File: src/rtl/lcd_stream_capture.sv
// Pixelstream LCD capture: samples RGB/sync/DE on pix_en, frame-aligns it and
// emits an Avalon-ST pixel stream with sop/eop through a show-ahead FIFO.
module lcd_stream_capture #(
    parameter int H_ACTIVE        = 800,
    parameter int V_ACTIVE        = 480,
    parameter int FIFO_DEPTH      = 16,
    parameter bit SYNC_ACTIVE_LOW = 1'b1
) (
    input  logic        clk,
    input  logic        reset,
    input  logic        pix_en,
    input  logic [7:0]  lcd_red,
    input  logic [7:0]  lcd_green,
    input  logic [7:0]  lcd_blue,
    input  logic        lcd_hsync,
    input  logic        lcd_vsync,
    input  logic        lcd_de,
    output logic [23:0] st_data,
    output logic        st_valid,
    input  logic        st_ready,
    output logic        st_sop,
    output logic        st_eop,
    input  logic        clear_status,
    output logic        overflow,
    output logic        line_err,
    output logic        frame_err,
    output logic [15:0] frame_count
);
    localparam int AW = $clog2(FIFO_DEPTH);
    localparam int XW = $clog2(H_ACTIVE + 1);
    localparam int YW = $clog2(V_ACTIVE + 1);
    localparam logic [XW-1:0] X_LAST = XW'(H_ACTIVE - 1);
    localparam logic [XW-1:0] X_MAX  = XW'(H_ACTIVE);
    localparam logic [YW-1:0] Y_LAST = YW'(V_ACTIVE - 1);
    localparam logic [YW-1:0] Y_MAX  = YW'(V_ACTIVE);

    typedef enum logic [1:0] {WAIT_VSYNC, ARMED, ACTIVE} state_t;

    // Stage 1: raw sample plus the previous sample's vsync/de, so edges span pix_en gaps
    logic        r_s1_vld;
    logic [23:0] r_s1_rgb;
    logic        r_s1_vs, r_s1_vs_prev, r_s1_de, r_s1_de_prev;

    always_ff @(posedge clk) begin
        if (reset) begin
            r_s1_vld     <= 1'b0;
            r_s1_rgb     <= '0;
            r_s1_vs      <= SYNC_ACTIVE_LOW;
            r_s1_vs_prev <= SYNC_ACTIVE_LOW;
            r_s1_de      <= 1'b0;
            r_s1_de_prev <= 1'b0;
        end else begin
            r_s1_vld <= pix_en;
            if (pix_en) begin
                r_s1_rgb     <= {lcd_red, lcd_green, lcd_blue};
                r_s1_vs      <= lcd_vsync;
                r_s1_vs_prev <= r_s1_vs;
                r_s1_de      <= lcd_de;
                r_s1_de_prev <= r_s1_de;
            end
        end
    end

    logic w_vs_start, w_de_fall;
    assign w_vs_start = (r_s1_vs ^ SYNC_ACTIVE_LOW) & ~(r_s1_vs_prev ^ SYNC_ACTIVE_LOW);
    assign w_de_fall  = r_s1_de_prev & ~r_s1_de;

    // Stage 2: decoded events consumed by the framing FSM
    logic        r_s2_vld, r_s2_vs_start, r_s2_de_fall, r_s2_de;
    logic [23:0] r_s2_rgb;

    always_ff @(posedge clk) begin
        if (reset) begin
            r_s2_vld      <= 1'b0;
            r_s2_vs_start <= 1'b0;
            r_s2_de_fall  <= 1'b0;
            r_s2_de       <= 1'b0;
            r_s2_rgb      <= '0;
        end else begin
            r_s2_vld      <= r_s1_vld;
            r_s2_vs_start <= r_s1_vld & w_vs_start;
            r_s2_de_fall  <= r_s1_vld & w_de_fall;
            r_s2_de       <= r_s1_vld & r_s1_de;
            r_s2_rgb      <= r_s1_rgb;
        end
    end

    state_t        r_state;
    logic [XW-1:0] r_x;
    logic [YW-1:0] r_y;
    logic [AW:0]   r_wr_ptr, r_rd_ptr;
    logic [25:0]   r_mem [FIFO_DEPTH];
    logic          r_overflow, r_line_err, r_frame_err;
    logic [15:0]   r_frame_count;

    logic w_empty, w_full, w_pop;
    assign w_empty = (r_wr_ptr == r_rd_ptr);
    assign w_full  = (r_wr_ptr[AW] != r_rd_ptr[AW]) && (r_wr_ptr[AW-1:0] == r_rd_ptr[AW-1:0]);
    assign w_pop   = ~w_empty & st_ready;

    logic          w_push, w_sop, w_eop, w_drop, w_long, w_short;
    logic [XW-1:0] w_x;
    logic [YW-1:0] w_y;

    always_comb begin
        w_push  = 1'b0;
        w_sop   = 1'b0;
        w_long  = 1'b0;
        w_short = 1'b0;
        w_x     = (r_state == ARMED) ? '0 : r_x;
        w_y     = (r_state == ARMED) ? '0 : r_y;
        if (r_s2_vld) begin
            if (r_state == ARMED) begin
                w_push = r_s2_de;
                w_sop  = 1'b1;
            end else if (r_state == ACTIVE) begin
                if (r_s2_vs_start)   w_short = 1'b1;
                else if (r_s2_de) begin
                    if (r_x < X_MAX) w_push = 1'b1;
                    else             w_long = 1'b1;
                end
            end
        end
        w_eop  = (w_x == X_LAST) && (w_y == Y_LAST);
        w_drop = w_push & w_full;
    end

    always_ff @(posedge clk) begin
        if (reset) begin
            r_state       <= WAIT_VSYNC;
            r_x           <= '0;
            r_y           <= '0;
            r_wr_ptr      <= '0;
            r_rd_ptr      <= '0;
            r_overflow    <= 1'b0;
            r_line_err    <= 1'b0;
            r_frame_err   <= 1'b0;
            r_frame_count <= '0;
        end else begin
            if (w_pop) r_rd_ptr <= r_rd_ptr + 1'b1;
            if (w_push) begin
                // a dropped pixel abandons the rest of the frame
                if (w_full) r_state <= WAIT_VSYNC;
                else begin
                    r_wr_ptr <= r_wr_ptr + 1'b1;
                    r_x      <= w_x + 1'b1;
                    r_y      <= w_y;
                    if (w_eop) begin
                        r_frame_count <= r_frame_count + 1'b1;
                        r_state       <= WAIT_VSYNC;
                    end else begin
                        r_state <= ACTIVE;
                    end
                end
            end else if (r_s2_vld) begin
                case (r_state)
                    WAIT_VSYNC: if (r_s2_vs_start) r_state <= ARMED;
                    ARMED: begin
                        r_x <= '0;
                        r_y <= '0;
                    end
                    ACTIVE: begin
                        if (r_s2_vs_start) begin
                            r_state <= ARMED;
                            r_x     <= '0;
                            r_y     <= '0;
                        end else if (r_s2_de_fall) begin
                            r_x <= '0;
                            if (r_y < Y_MAX) r_y <= r_y + 1'b1;
                        end
                    end
                    default: r_state <= WAIT_VSYNC;
                endcase
            end
            r_overflow  <= w_drop  | (r_overflow  & ~clear_status);
            r_line_err  <= w_long  | (r_line_err  & ~clear_status);
            r_frame_err <= w_short | (r_frame_err & ~clear_status);
        end
    end

    always_ff @(posedge clk) begin
        if (!reset && w_push && !w_full) r_mem[r_wr_ptr[AW-1:0]] <= {w_sop, w_eop, r_s2_rgb};
    end

    logic [25:0] w_head;
    assign w_head = w_empty ? '0 : r_mem[r_rd_ptr[AW-1:0]];
    assign {st_sop, st_eop, st_data} = w_head;
    assign st_valid    = ~w_empty;
    assign overflow    = r_overflow;
    assign line_err    = r_line_err;
    assign frame_err   = r_frame_err;
    assign frame_count = r_frame_count;

    logic w_unused;
    assign w_unused = lcd_hsync;
endmodule

File: config.mk
export PLATFORM = sky130hd
export DESIGN_NAME = lcd_stream_capture
export DESIGN_NICKNAME = d
export VERILOG_FILES = /design/src/rtl/lcd_stream_capture.sv
export SDC_FILE = /design/constraint.sdc
export NUM_CORES = 1
export LEC_CHECK = 0
export BUFFER_PORTS_ARGS = -buffer_cell sky130_fd_sc_hd__buf_2
export CORE_ASPECT_RATIO = 0.5
export CORE_UTILIZATION = 55
export DETAILED_ROUTE_END_ITERATION = 12
export PLACE_DENSITY_LB_ADDON = 0.08
export REMOVE_ABC_BUFFERS = 1
export SLEW_MARGIN = 30
export SYNTH_ARGS = -nofsm -noshare
export SYNTH_HDL_FRONTEND = slang
export SYNTH_SLANG_ARGS = --single-unit
File: constraint.sdc
create_clock -name clk -period 4.3 [get_ports clk]
set_input_delay 0.645 -clock clk [delete_from_list [all_inputs] [get_ports clk]]
set_output_delay 0.645 -clock clk [all_outputs]
set_load 0.1 [all_outputs]
==> results of run 1 <==
==> cells by family after synthesis <==
family	count (synthesis)	share of synthesized area (%)
buffers and inverters	67	1.300
adder cells (fa/ha/maj)	11	0.6775
AND/OR/NAND/NOR	254	6.467
XOR/XNOR	23	0.9915
multiplexers	161	15.95
AO/OA/AOI/OAI	66	2.193
flip-flops	527	72.43
==> worst min-delay path, cell delays in order <==
cell and delay (ps):
sky130_fd_sc_hd__buf_2 70, sky130_fd_sc_hd__mux2i_1 50, sky130_fd_sc_hd__nor2_1 70
==> through the flow <==
stage | TNS, ps | util (%) | area [sq um] | setup slack [ps] | hold slack [ps]
2_1_floorplan | -59320 | - | 20100 | -2282 | 421.2
3_3_place_gp | 0 | 59.69 | 21590 | 885.2 | 434.6
3_5_place_dp | 0 | 59.70 | 21590 | 805.6 | 439.7
4_1_cts | 0 | 63.68 | 23030 | 412.9 | 289.3
5_1_grt | 0 | 63.69 | 23040 | 359.0 | 303.1
6_report | 0 | 63.69 | 23040 | 513.6 | 309.9
==> power breakdown <==
group / internal [mW] / switching [mW] / total [mW]
combinational: 0.0331 / 0.0439 / 0.0770
clock: 2.23 / 1.78 / 4.00
sequential: 5.49 / 0.0419 / 5.53
total: 7.74 / 1.86 / 9.61
==> layout make-up <==
| class | instances | area, sq um |
|---|---|---|
| inverters | 13 | 48.80 |
| fillers | 2525 | 13130 |
| clock inverters | 17 | 140.1 |
| flip-flops and latches | 527 | 14720 |
| multi-input cells | 515 | 5453 |
| well taps | 484 | 605.6 |
| clock buffers | 66 | 1300 |
| repair buffers | 107 | 768.2 |
==> state kept, by name, indices dropped and copies added, names as in the netlist, 2 cells and up, named ones only <==
signal	flops
r_mem	416
r_x	10
r_s1_rgb	24
r_rd_ptr	5
r_wr_ptr	5
frame_count	16
r_state	2
r_s2_rgb	24
r_y	9
==> synth_stat cells, types with 17 or more instances <==
cell type,number,area [sq um]
sky130_fd_sc_hd__a21oi_1,19,95.09
sky130_fd_sc_hd__and2_1,31,193.9
sky130_fd_sc_hd__buf_1,19,71.32
sky130_fd_sc_hd__clkbuf_1,32,120.1
sky130_fd_sc_hd__dfxtp_1,111,2222
sky130_fd_sc_hd__edfxtp_1,416,12490
sky130_fd_sc_hd__mux2i_1,30,300.3
sky130_fd_sc_hd__mux4_2,130,2928
sky130_fd_sc_hd__nand2_1,35,131.4
sky130_fd_sc_hd__nor2_1,79,296.5
sky130_fd_sc_hd__nor2b_1,29,181.4
sky130_fd_sc_hd__nor3_1,17,85.08
sky130_fd_sc_hd__o21ai_0,22,110.1
sky130_fd_sc_hd__xnor2_1,19,166.4
==> layout by cell type, fill, tap and decap left out, types with 7 or more instances in the layout <==
master	netlist	final
sky130_fd_sc_hd__nand2_1	35	35
sky130_fd_sc_hd__dfxtp_1	111	108
sky130_fd_sc_hd__edfxtp_1	416	416
sky130_fd_sc_hd__and2_1	31	31
sky130_fd_sc_hd__mux4_2	130	130
sky130_fd_sc_hd__buf_2	1	74
sky130_fd_sc_hd__nor2_4	0	12
sky130_fd_sc_hd__clkinv_2	0	9
sky130_fd_sc_hd__clkbuf_1	32	12
sky130_fd_sc_hd__nor2b_1	29	29
sky130_fd_sc_hd__o21ai_0	22	22
sky130_fd_sc_hd__ha_1	11	11
sky130_fd_sc_hd__nand4_1	7	7
sky130_fd_sc_hd__nor3_1	17	12
sky130_fd_sc_hd__buf_4	1	21
sky130_fd_sc_hd__or3_1	10	10
sky130_fd_sc_hd__mux2i_1	30	30
sky130_fd_sc_hd__nand3_1	14	14
sky130_fd_sc_hd__nor2_1	79	67
sky130_fd_sc_hd__buf_12	0	12
sky130_fd_sc_hd__inv_1	13	13
sky130_fd_sc_hd__clkbuf_16	0	47
sky130_fd_sc_hd__xnor2_1	19	19
sky130_fd_sc_hd__a21oi_1	19	19
==> metal layers <==
metal	GRT usage, %	up-vias
li1	-	4574
met1	32.57	5361
met2	37.26	253
met3	4.138	60
met4	5.338	0
met5	0	-
==> final timing paths <==
kind,from,end,slack (ps)
worst min register to register,r_x[0],r_x[0],450
worst max-delay path,flip-flop,st_data[6],510
worst max register to register,r_state[1],r_mem[0][10],800
worst min-delay path,lcd_green[6],r_s1_rgb[14],310
==> results.toml, run 1 <==
[status]
run_status = "finished, violations left"
violations = "design-rule violations"

[floorplanning]
die_x_um = 273.8
floorplan.die_area_sq_um = 37760
die_h_um = 137.9
row_count = 49
boundaryPins = 78
starting_density_of_the_core_pct = 56.16
core-area_sq_um = 36170

[clock_network]
cts-root-buf = "sky130_fd_sc_hd__clkbuf_16"
ctsResizeCount = 0
clock_sink_count = 527
htreeDepth = 2
clk_transition_reported_paths_ps = 70
clock_insertion_delay_worst_skew_ps = 570
post_cts_hold_buffer_count = 0
cts.repair_timing.setup_buffer_count = 0
cts_tree = "built"
clk_path_buf_depth = 3
cts_inserted_buffers = 45

[routing]
drt-wirelength-per-cell_um = 24.34
wirelength_met1_um = 19170
drt_wl_total_um = 42080
wl_met3_um = 2240
met2RoutedLength_um = 20010
first_pass_iters = 9
drtAntennaViolNets = 0
drt_iter0_markers = 778
route.top_layer_used = "met4"
drt_drc_violations_left = 2
avgViaCountPerCell = 5.927
via_count = 10250

[synthesis]
syn_avg_cell_area_sq_um = 18.32
dominantRegCellSynth = "sky130_fd_sc_hd__edfxtp_1"
seq_area_frac_synth_pct = 72.43
synthesis.area_sq_um = 20320
ys_warns = 0
async_flop_share_pct = 0
yosysUniqueCellTypes = 56
synth_cells = 1109
synth_edf_count = 416
yosys_register_bits = 527

[grt]
grt_pass1_vias = 10540
maximum_number_of_pins_on_one_net_before_global_route_repair = 79
grt_pass1_wl_um = 62570
total_routing_resource_utilization_after_global_routing_pct = 22.87
global_route_total_overflow = 0
grt_antenna_before_repair = 0

[place]
gp_congestion = 0.7761
dpl.hpwl_um = 22360
placement.io_buffers = 76
dp.cells = 1646

[pwr]
power_leakage_nw = 7.587
power.ir.vdd_worst_mv = 0.2308
power.total_mw = 9.607
power-per-cell-area_nw_per_um2 = 417.0

[critical_path]
critPathTopFamily = "multiplexers"
critPathBufInv = 2
critPathSlowestCell = "sky130_fd_sc_hd__dfxtp_4"
crit_cells = 5
cpPeakStageDelay_ps = 670
path_max_fanout = 21
crit_top_cell = "sky130_fd_sc_hd__mux4_2"
ff2ff_path_depth = 10
critical_path.startpoint_type = "flip-flop"
worst-setup-path-type = "flip-flop to output pin"
critPathCaptureType = "output pin"
crit_chain = "buf_4 > mux4_2 > mux4_2 > and2_1 > buf_2"
critPathRequiredTime_ps = 3650
critPathArrivalTime_ps = 3140

[sta]
maxClockFrequency_mhz = 264.1
timing.clock.skew_ps = 17.51
relSlewSlack_pct = 36.91
timing.final.hold_violations = 0
share_of_the_clock_period_used_by_the_worst_path_pct = 88.06
report.final.setup_viol = 0
tightestPinTransition_ps = 946.3
slew_viol_final = 0
post-route-min-period_ps = 3786
grt_setup_unrepaired = "false"

[layout]
post_route_cells_drive_above_1_share_pct = 26.75
layout.nets = 1252
diodes = 0
flow.area_growth_from_synthesis_pct = 13.40
final_cell_count_no_fill = 1729

[min_path]
hold_path_class = "input port to flip-flop"
min_delay_path_depth = 3

[job]
max_cap_violations = 0
No activity file was read; power rests on OpenSTA's default activity.
==> inputs of run 2 (changes only) <==
- REMOVE_ABC_BUFFERS: 1 -> not set
- clock period: 4.3 -> 4 ns (I/O delays scaled with it)
==> run 2 against run 1 <==
  * The flow still finishes with violations (design-rule violations)
  * Final area rose by 0.62%
  * Highest routed layer unchanged
  * First-iteration DRC count fell by 1.5%
  * Non-clock buffer count rose by 1
  * Largest cell class unchanged
  * Clock power rose by 8.2%
  * Count of clock-buffer cells in the layout rose by 3
  * Flip-flop and latch count did not move
==> results.toml, run 2 (same netlist as run 1, synthesis figures left out) <==
[status]
run_status = "finished, violations left"
violations = "design-rule violations"

[layout]
diodes = 0
finish.instance_area_sq_um = 23180
layout.nets = 1253
mostFrequentLayoutCells = "sky130_fd_sc_hd__edfxtp_1 (416), sky130_fd_sc_hd__mux4_2 (130), sky130_fd_sc_hd__dfxtp_1 (108)"
number_of_flip_flops_under_the_largest_register_name = 416
post_route_cells_drive_above_1_share_pct = 26.38
final_common_cell = "sky130_fd_sc_hd__edfxtp_1"
flow.area_growth_from_synthesis_pct = 14.11

[pwr]
power.switching_fraction_pct = 18.96
comb_power_share_pct = 0.8
power_leakage_nw = 7.558
power.ir.vdd_worst_mv = 0.2877
clock_power_share_pct = 41.8
power.total_mw = 10.36
seq_power_share_pct = 57.4
internal_power_mw = 8.394
power-per-cell-area_nw_per_um2 = 446.8
net_switching_power_mw = 1.964

[routing]
first_pass_iters = 9
avgViaCountPerCell = 6.003
wirelength_met1_um = 18730
drtAntennaViolNets = 0
via_count = 10390
wl_met3_um = 2881
route.top_layer_used = "met4"
met2RoutedLength_um = 19600
drt_drc_violations_left = 4
drt_wl_total_um = 41630
drt_iter0_markers = 766
drt-wirelength-per-cell_um = 24.05

[grt]
grt_antenna_before_repair = 0
global_route_total_overflow = 0
grt_pass1_wl_um = 62400
grt_pass1_vias = 10590
total_routing_resource_utilization_after_global_routing_pct = 22.67
maximum_number_of_pins_on_one_net_before_global_route_repair = 53

[sta]
tightestPinTransition_ps = 879.5
maxClockFrequency_mhz = 275.0
slew_viol_final = 0
timing.clock.skew_ps = 14.47
final.setup.tns_ps = 0
report.final.setup_viol = 0
share_of_the_clock_period_used_by_the_worst_path_pct = 90.92
timing.final.hold_violations = 0
grt_setup_unrepaired = "false"
relSlewSlack_pct = 40.91
post-route-min-period_ps = 3637

[floorplanning]
starting_density_of_the_core_pct = 56.16
core-area_sq_um = 36170
die_h_um = 137.9
boundaryPins = 78
row_count = 49
die_x_um = 273.8
floorplan.die_area_sq_um = 37760

[min_path]
hold_path_class = "input port to flip-flop"

[critical_path]
rrSetupSlack_ps = 650
critPathTopFamily = "multiplexers"
critPathBufInv = 2
cpPeakStageDelay_ps = 560
worst-setup-path-type = "flip-flop to output pin"
crit_top_cell = "sky130_fd_sc_hd__mux4_2"
crit_chain = "buf_12 > mux4_2 > mux4_2 > and2_1 > buf_2"
critPathArrivalTime_ps = 3040
critPathSlowestCell = "sky130_fd_sc_hd__mux4_2"
critPathRequiredTime_ps = 3400
critical_path.startpoint_type = "flip-flop"
critPathCaptureType = "output pin"
path_max_fanout = 38

[clock_network]
clk_path_buf_depth = 3
cts_tree = "built"
post_cts_hold_buffer_count = 0
cts_inserted_buffers = 45
clk_transition_reported_paths_ps = 60
cts.repair_timing.setup_buffer_count = 0
clock_insertion_delay_worst_skew_ps = 550
htreeDepth = 2
clock_sink_count = 527
cts-root-buf = "sky130_fd_sc_hd__clkbuf_16"
ctsResizeCount = 0

[place]
placement.io_buffers = 76
gp_congestion = 0.8105
dpl.hpwl_um = 22720
detailed_place.area_sq_um = 21710

[job]
max_cap_violations = 0

[synthesis]
synth_fp_nets = 1152
[run 2: cell count changes in the layout (fill, tap and decap cells not counted), moves of 3 or more]
cell                       delta
sky130_fd_sc_hd__clkinv_1     +3
sky130_fd_sc_hd__buf_4        -6
sky130_fd_sc_hd__nor3_4       +4
sky130_fd_sc_hd__buf_12       +7
sky130_fd_sc_hd__clkbuf_1     +3
sky130_fd_sc_hd__nor3_2       -4
sky130_fd_sc_hd__clkinv_2     -6
[run 2: routing by layer]
metal	up-vias	GRT usage [%]
met5	-	0
met4	0	4.252
met3	33	4.553
met2	329	35.89
met1	5433	33.31
li1	4597	-
[run 2: worst reg2reg max path: stages, from the launching register on]
cell and delay, ps:
sky130_fd_sc_hd__dfxtp_1 360, sky130_fd_sc_hd__inv_1 70, sky130_fd_sc_hd__ha_1 340, sky130_fd_sc_hd__nor2b_1 260
sky130_fd_sc_hd__ha_1 240, sky130_fd_sc_hd__and4b_1 280, sky130_fd_sc_hd__nand2_1 110, sky130_fd_sc_hd__or3_1 550
sky130_fd_sc_hd__or3_4 500, sky130_fd_sc_hd__or4_1 420, sky130_fd_sc_hd__a21oi_1 150
[run 2: through the flow]
step	setup WS, ps	cells	hold WS [ps]	utilization (%)
5_1_grt	217.9	1731	264.8	64.09
4_1_cts	282.2	1731	250.0	64.07
3_3_place_gp	804.9	1647	439.2	60.02
3_5_place_dp	712.3	1647	455.7	60.03
2_1_floorplan	358.1	1109	427.3	-
6_report	363.0	1731	266.6	64.09
[run 2: power groups by stage]
stage	Clock (mW)	Combinational, mW	Sequential (mW)
after floorplan	0	0.0524	6.04
after global placement	0	0.0792	6.06
after detailed placement	0	0.0821	6.06
after CTS	4.43	0.0824	5.94
after global routing	4.64	0.0893	5.95
final	4.33	0.0810	5.94
[run 2: final cells by class]
class	instances	area (sq um)
multi-input combinational	515	5478
sequential	527	14720
inverter	13	48.80
fill	2523	12990
clock inverter	15	152.6
timing repair buffer	108	863.3
tap	484	605.6
clock buffer	69	1311
[run 2: worst paths after layout]
path                          end   startpoint  depth (start not counted)
hold reg to reg       r_s2_rgb[7]  r_s1_rgb[7]                          1
setup / recovery      st_data[23]    flip-flop                          5
setup reg to reg  frame_count[15]   r_state[1]                         10
hold / removal            r_s1_vs    lcd_vsync                          3
